$ cat config.mk
export PLATFORM = sky130hd
export DESIGN_NAME = store_commit_buffer_flat
export DESIGN_NICKNAME = d
export VERILOG_FILES = /design/src/rtl/store_commit_buffer_pkg.sv /design/src/rtl/store_commit_buffer_if.sv /design/src/rtl/store_commit_buffer_wb_fwd_select.sv /design/src/rtl/store_commit_buffer.sv /design/src/flat_wrapper.sv
export SDC_FILE = /design/constraint.sdc
export NUM_CORES = 2
export LEC_CHECK = 0
export CAP_MARGIN = 0
export CORE_MARGIN = 3
export CORE_UTILIZATION = 25
export DETAILED_ROUTE_END_ITERATION = 10
export HOLD_SLACK_MARGIN = 0.12
export PLACE_DENSITY_LB_ADDON = 0.2
export SLEW_MARGIN = 10
export SYNTH_ARGS = -nofsm -noshare
export SYNTH_HDL_FRONTEND = slang
export SYNTH_SLANG_ARGS = --single-unit
export TNS_END_PERCENT = 50
$ cat constraint.sdc
create_clock -name clock -period 17.6 [get_ports clock]
set_input_delay 4.4 -clock clock [delete_from_list [all_inputs] [get_ports clock]]
set_output_delay 4.4 -clock clock [all_outputs]
set_load 0.03 [all_outputs]
$ cat src/rtl/store_commit_buffer_pkg.sv
// Shared types and sizing for the retired-store commit buffer.
// Entry format, index/count widths and drain FSM states live here.
package store_commit_buffer_pkg;

    localparam int WB_SZ        = 8;
    localparam int RETIRE_W     = 2;
    localparam int ADDR_W       = 32;
    localparam int DATA_W       = 32;
    localparam int NUM_LANES    = DATA_W / 8;
    localparam int WB_IDX_BITS  = $clog2(WB_SZ);
    localparam int WB_CNT_BITS  = $clog2(WB_SZ + 1);
    localparam int RET_CNT_BITS = $clog2(RETIRE_W + 1);

    typedef struct packed {
        logic [ADDR_W-1:0]    addr;
        logic [DATA_W-1:0]    data;
        logic [NUM_LANES-1:0] byte_mask;
    } store_commit_packet_t;

    typedef enum logic [1:0] {WB_IDLE, WB_REQ, WB_WAIT} wb_state_e;

    // Forwarding granularity is the 4-byte word; low address bits are ignored.
    function automatic logic word_match(input logic [ADDR_W-1:0] a, input logic [ADDR_W-1:0] b);
        return (a >> 2) == (b >> 2);
    endfunction

endpackage

$ cat src/rtl/store_commit_buffer_if.sv
// Bundle of the SQ retire port, load-forwarding port and D-cache write port.
// slave = the buffer itself, master = its surroundings (SQ, LSU, D-cache).
interface store_commit_buffer_if;
    import store_commit_buffer_pkg::*;

    logic [RET_CNT_BITS-1:0]             retire_count;
    store_commit_packet_t [RETIRE_W-1:0] retire_stores;
    logic [RET_CNT_BITS-1:0]             wb_spots;
    logic                                wb_empty;
    logic [ADDR_W-1:0]                   ld_addr;
    logic                                ld_fwd_valid;
    logic [NUM_LANES-1:0]                ld_fwd_mask;
    logic [DATA_W-1:0]                   ld_fwd_data;
    logic                                dc_req_valid;
    logic [ADDR_W-1:0]                   dc_req_addr;
    logic [DATA_W-1:0]                   dc_req_data;
    logic [NUM_LANES-1:0]                dc_req_mask;
    logic                                dc_req_ready;
    logic                                dc_resp_done;

    modport slave (
        input  retire_count, retire_stores, ld_addr, dc_req_ready, dc_resp_done,
        output wb_spots, wb_empty, ld_fwd_valid, ld_fwd_mask, ld_fwd_data,
               dc_req_valid, dc_req_addr, dc_req_data, dc_req_mask
    );

    modport master (
        output retire_count, retire_stores, ld_addr, dc_req_ready, dc_resp_done,
        input  wb_spots, wb_empty, ld_fwd_valid, ld_fwd_mask, ld_fwd_data,
               dc_req_valid, dc_req_addr, dc_req_data, dc_req_mask
    );

endinterface

$ cat src/rtl/store_commit_buffer_wb_fwd_select.sv
// Combinational load forwarding: per byte lane, the youngest valid entry whose
// word matches ld_addr and whose mask bit is set supplies the byte.
module wb_fwd_select
    import store_commit_buffer_pkg::*;
(
    input  store_commit_packet_t [WB_SZ-1:0] entries,
    input  logic [WB_IDX_BITS-1:0]           head,
    input  logic [WB_CNT_BITS-1:0]           count,
    input  logic [ADDR_W-1:0]                ld_addr,
    output logic [NUM_LANES-1:0]             fwd_mask,
    output logic [DATA_W-1:0]                fwd_data
);

    // Rotate into age order (slot 0 = head = oldest) so wrap-around needs no special case.
    store_commit_packet_t [WB_SZ-1:0] by_age;
    logic [WB_SZ-1:0]                 hit;

    always_comb begin
        by_age = '0;
        hit    = '0;
        for (int i = 0; i < WB_SZ; i++) begin
            by_age[i] = entries[WB_IDX_BITS'(int'(head) + i)];
            hit[i]    = (i < int'(count)) && word_match(by_age[i].addr, ld_addr);
        end
    end

    for (genvar l = 0; l < NUM_LANES; l++) begin : g_lane
        logic       lane_hit;
        logic [7:0] lane_byte;

        // Later (younger) slots overwrite earlier ones.
        always_comb begin
            lane_hit  = 1'b0;
            lane_byte = '0;
            for (int i = 0; i < WB_SZ; i++) begin
                if (hit[i] && by_age[i].byte_mask[l]) begin
                    lane_hit  = 1'b1;
                    lane_byte = by_age[i].data[8*l +: 8];
                end
            end
        end

        assign fwd_mask[l]          = lane_hit;
        assign fwd_data[8*l +: 8]   = lane_byte;
    end

endmodule

$ cat src/rtl/store_commit_buffer.sv
// Retired-store write buffer: FIFO of committed stores drained in order to the
// D-cache one write at a time, with byte-merged forwarding to loads.
module store_commit_buffer
    import store_commit_buffer_pkg::*;
(
    input logic                  clock,
    input logic                  reset,
    store_commit_buffer_if.slave sif
);

    store_commit_packet_t [WB_SZ-1:0] entries_q, entries_d;
    logic [WB_IDX_BITS-1:0]           head_q, head_d, tail_q, tail_d;
    logic [WB_CNT_BITS-1:0]           count_q, count_d;
    wb_state_e                        state_q, state_d;
    logic                             pop;
    logic [WB_CNT_BITS-1:0]           free_cnt;

    always_comb begin
        entries_d = entries_q;
        state_d   = state_q;
        pop       = (state_q == WB_WAIT) && sif.dc_resp_done;

        for (int r = 0; r < RETIRE_W; r++) begin
            if (r < int'(sif.retire_count))
                entries_d[WB_IDX_BITS'(int'(tail_q) + r)] = sif.retire_stores[r];
        end
        tail_d  = tail_q + WB_IDX_BITS'(sif.retire_count);
        head_d  = head_q + WB_IDX_BITS'(pop);
        count_d = count_q + WB_CNT_BITS'(sif.retire_count) - WB_CNT_BITS'(pop);

        // Decisions use the registered count, so fresh entries wait one edge.
        unique case (state_q)
            WB_IDLE: if (count_q != '0) state_d = WB_REQ;
            WB_REQ:  if (sif.dc_req_ready) state_d = WB_WAIT;
            WB_WAIT: if (sif.dc_resp_done)
                         state_d = (count_q > WB_CNT_BITS'(1)) ? WB_REQ : WB_IDLE;
            default: state_d = WB_IDLE;
        endcase
    end

    always_ff @(posedge clock or negedge reset) begin
        if (!reset) begin
            entries_q <= '0;
            head_q    <= '0;
            tail_q    <= '0;
            count_q   <= '0;
            state_q   <= WB_IDLE;
        end else begin
            entries_q <= entries_d;
            head_q    <= head_d;
            tail_q    <= tail_d;
            count_q   <= count_d;
            state_q   <= state_d;
        end
    end

    // A same-cycle pop is deliberately not credited, keeping wb_spots conservative.
    assign free_cnt     = WB_CNT_BITS'(WB_SZ) - count_q;
    assign sif.wb_spots = (free_cnt < WB_CNT_BITS'(RETIRE_W)) ? RET_CNT_BITS'(free_cnt)
                                                               : RET_CNT_BITS'(RETIRE_W);
    assign sif.wb_empty = (count_q == '0) && (state_q == WB_IDLE);

    // Head stays resident until done, so it is still visible to forwarding.
    assign sif.dc_req_valid = (state_q == WB_REQ);
    assign sif.dc_req_addr  = entries_q[head_q].addr;
    assign sif.dc_req_data  = entries_q[head_q].data;
    assign sif.dc_req_mask  = entries_q[head_q].byte_mask;

    wb_fwd_select u_fwd (
        .entries  (entries_q),
        .head     (head_q),
        .count    (count_q),
        .ld_addr  (sif.ld_addr),
        .fwd_mask (sif.ld_fwd_mask),
        .fwd_data (sif.ld_fwd_data)
    );

    assign sif.ld_fwd_valid = |sif.ld_fwd_mask;

endmodule

$ cat src/flat_wrapper.sv
// flat-port wrapper written by rule: the top's interface ports become plain ports
module store_commit_buffer_flat import store_commit_buffer_pkg::*;
  (clock, reset, sif_retire_count, sif_retire_stores, sif_ld_addr, sif_dc_req_ready, sif_dc_resp_done, sif_wb_spots, sif_wb_empty, sif_ld_fwd_valid, sif_ld_fwd_mask, sif_ld_fwd_data, sif_dc_req_valid, sif_dc_req_addr, sif_dc_req_data, sif_dc_req_mask);
  store_commit_buffer_if sif_i ();
  input logic clock;
  input logic reset;
  input wire logic [$bits(sif_i.retire_count)-1:0] sif_retire_count;
  input wire logic [$bits(sif_i.retire_stores)-1:0] sif_retire_stores;
  input wire logic [$bits(sif_i.ld_addr)-1:0] sif_ld_addr;
  input wire logic [$bits(sif_i.dc_req_ready)-1:0] sif_dc_req_ready;
  input wire logic [$bits(sif_i.dc_resp_done)-1:0] sif_dc_resp_done;
  output wire logic [$bits(sif_i.wb_spots)-1:0] sif_wb_spots;
  output wire logic [$bits(sif_i.wb_empty)-1:0] sif_wb_empty;
  output wire logic [$bits(sif_i.ld_fwd_valid)-1:0] sif_ld_fwd_valid;
  output wire logic [$bits(sif_i.ld_fwd_mask)-1:0] sif_ld_fwd_mask;
  output wire logic [$bits(sif_i.ld_fwd_data)-1:0] sif_ld_fwd_data;
  output wire logic [$bits(sif_i.dc_req_valid)-1:0] sif_dc_req_valid;
  output wire logic [$bits(sif_i.dc_req_addr)-1:0] sif_dc_req_addr;
  output wire logic [$bits(sif_i.dc_req_data)-1:0] sif_dc_req_data;
  output wire logic [$bits(sif_i.dc_req_mask)-1:0] sif_dc_req_mask;
  assign sif_i.retire_count = sif_retire_count;
  assign sif_i.retire_stores = sif_retire_stores;
  assign sif_i.ld_addr = sif_ld_addr;
  assign sif_i.dc_req_ready = sif_dc_req_ready;
  assign sif_i.dc_resp_done = sif_dc_resp_done;
  assign sif_wb_spots = sif_i.wb_spots;
  assign sif_wb_empty = sif_i.wb_empty;
  assign sif_ld_fwd_valid = sif_i.ld_fwd_valid;
  assign sif_ld_fwd_mask = sif_i.ld_fwd_mask;
  assign sif_ld_fwd_data = sif_i.ld_fwd_data;
  assign sif_dc_req_valid = sif_i.dc_req_valid;
  assign sif_dc_req_addr = sif_i.dc_req_addr;
  assign sif_dc_req_data = sif_i.dc_req_data;
  assign sif_dc_req_mask = sif_i.dc_req_mask;
  store_commit_buffer u_core (.clock(clock), .reset(reset), .sif(sif_i));
endmodule
==> metrics.cfg <==
[die]
pin_count=283
rows=161
dieWidth_um=446.7
core_area_um2=192800
floorplan.initialDensity_pct=25.18
die-area_um2=199500
dieHeight_um=446.7

[timing]
period_share_pct=81.04
slew_viol_final=0
fin_setup_tns_ps=0
period_needed_ps=14260
holdWs_ps=371.4
tightest_slew_ps=1193
setup_viol=0
hold_violations=0
slew_headroom_pct=20.31
fin_ws_ps=3336
fmax_ghz=0.07011
finalClockSkew_ps=20.37
rsz0062_at_grt=false

[clock_tree]
postCtsSetupRepairBufs=0
cts_resized=0
clock-sinks=556
htreeDepth=3
cts_buffer_depth=3
clock_latency_ps=670
cts_hold_buf=0
cts_tree=built
clk_pin_slew_ps=60
cts_buffers=78
root_buffer=clkbuf_16

[synthesis]
synth_top_family_by_area=multiplexers
async_flop_share_pct=100.0
synth_flop_cell=dfrtp_1
ys_ff_latch=556
synth_edf_count=0
syn_inst=4398
syn_avg_cell_area_um2=11.04
ys_types=85
synth-compound-area-share_pct=8.041
yosys.area_share.simple_pct=9.597
syn-cell-area_um2=48550
ys_warn_count=0
yosysSeqAreaShare_pct=28.66
muxShareOfSynthArea_pct=41.70
synth_xor_area_share_pct=4.582
synth_nets=4592
synthAdderAreaFrac_pct=0.5464

[route]
drc=0
vias_per_cell=5.464
route.antenna.remaining_nets=0
drt_iter0_drc=3551
vias=37120
drt-total-wl_mm=191.4
wl_per_cell_um=28.17
dr.pass1.iters=7

[finish]
final_common_cell=mux2i_1
instances_no_fill=6793
final_util_pct=28.46
drive_above_1_share_pct=21.22
fin_nets=4383
area_growth_pct=13.02
fill_cells=19700
final_cell_mix=592 x mux2i_1, 553 x dfrtp_1, 548 x mux4_2
final_area_um2=54870

[place]
dp.cells=6635
post_dp_cell_area_um2=52170
portBuffers=280
gp_congestion=0.9126
dp_hpwl_mm=134.0
dp_slack_ps=3379

[power]
finalPower_mw=11.84
worst_ir_drop_vdd_mv=0.2020
total_leakage_power_nw=21.14
power_density_nw_per_um2=215.8

[global_routing]
grtUsageTotal_pct=18.86
grt.overflow.total=0
grt_pass1_vias=36380
antenna_found_initial=39
grt_pass1_wl_mm=276.3
grt_max_degree=140

[worst_setup_path]
required_ps=13200
r2r_end=u_core.entries_q[65]
arrival_ps=9860
critPathKind=in -> out
worstSetupStartpoint=sif_ld_addr[16]
worst_r2r_path_depth=6
r2r_setup_slack_ps=14290
timing.rr.start=u_core.tail_q[0]
crit_path_end_kind=output pin
cp-start-kind=primary input
cp-endpoint=sif_ld_fwd_valid
path_max_fanout=17

[job]
maxCapViolCount=0

[hold_path]
hp-class=reg -> reg

[outcome]
status=complete, no violations

## report_power, final
group          switching (mW)  total (mW)  internal, mW
clock                   0.657        1.66         0.999
combinational            4.52        7.96          3.43
sequential              0.600        2.23          1.63
## synthesized netlist by cell type (all sizes together), types with 5 or more instances
master	number	area, um^2
a21oi	259	1296
a221oi	9	85.08
mux2i	592	5926
nor2	255	1022
inv	38	142.6
a32oi	7	61.31
nand2	492	1847
and3	40	250.2
o22ai	42	262.8
nor4	21	171.4
or3	6	37.54
mux4	589	13420
or4	9	82.58
ha	18	225.2
a31oi	13	81.33
o221ai	7	61.31
nor2b	6	37.54
a21o	5	67.57
nand3	33	165.2
o21ai	94	478.0
o21bai	5	48.79
o2111ai	6	52.55
clkbuf	407	1539
nand4	39	290.3
dfrtp	556	13910
nor3	71	355.3
buf	238	1637
xor2	68	595.6
a221o	64	640.6
clkinv	5	18.77
mux2	80	900.9
xnor2	183	1629
or2	11	68.82
a22oi	10	75.07
nand2b	9	56.30
and2	7	43.79
a211oi	8	60.06
o211ai	9	67.56
a211o	37	324.1
## layout make-up
class	instances	area (um^2)	area share, %
multi-input cells	3154	31430	57.28
inverters	43	161.4	0.2942
clock buffers	113	2347	4.278
flip-flops and latches	556	13920	25.38
diodes	17	42.54	0.07753
repair buffers	356	3491	6.362
well taps	2526	3161	5.760
clock inverters	28	315.3	0.5746
## critical path, stage by stage
cell and delay (ps):
clkdlybuf4s50_1 670, xnor2_1 950, nand2_1 140, a2111oi_0 380, o21ai_0 260, or4_1 830
nor2_1 220, buf_4 280, or2_1 470, or4bb_1 410, or4_1 160, clkdlybuf4s50_1 660
## sequential cells by signal, summed over array words and instances, names as in the netlist
register          cells
u_core.entries_q    544
u_core.head_q         3
u_core.count_q        4
u_core.tail_q         3
u_core.state_q        2
## layer usage
metal	part of all wire, %	wire (um)	vias to the layer above	GRT usage [%]
li1	-	-	16140	-
met1	41	79250	19190	24.73
met2	49	92830	1466	31.15
met3	5.9	11310	314	2.980
met4	4.1	7897	12	7.326
met5	0.042	80	-	0
## worst min path at each step
| stage | slack, ps | depth (start not counted) | endpoint | start |
|---|---|---|---|---|
| 6_report | 370 | 0 | u_core.entries_q[377] | u_core.entries_q[377] |
| 3_5_place_dp | 360 | 0 | u_core.entries_q[377] | u_core.entries_q[377] |
| 5_1_grt | 380 | 0 | u_core.entries_q[377] | u_core.entries_q[377] |
| 2_1_floorplan | 420 | 1 | u_core.entries_q[309] | u_core.entries_q[309] |
| 4_1_cts | 380 | 0 | u_core.entries_q[377] | u_core.entries_q[377] |
| 3_3_place_gp | 360 | 0 | u_core.entries_q[308] | u_core.entries_q[308] |
## kinds of logic (layout without fill, tap and decap cells)
group                    Yosys count  count (layout)
multiplexers                    1261            1261
buffers and inverters            688             540
adder cells (fa/ha/maj)           20              20
AND/OR/NAND/NOR                 1022            1022
other                              0              17
XOR/XNOR                         251             251
AO/OA/AOI/OAI                    600             600
flip-flops                       556             556
(Power assumes the default switching activity.)
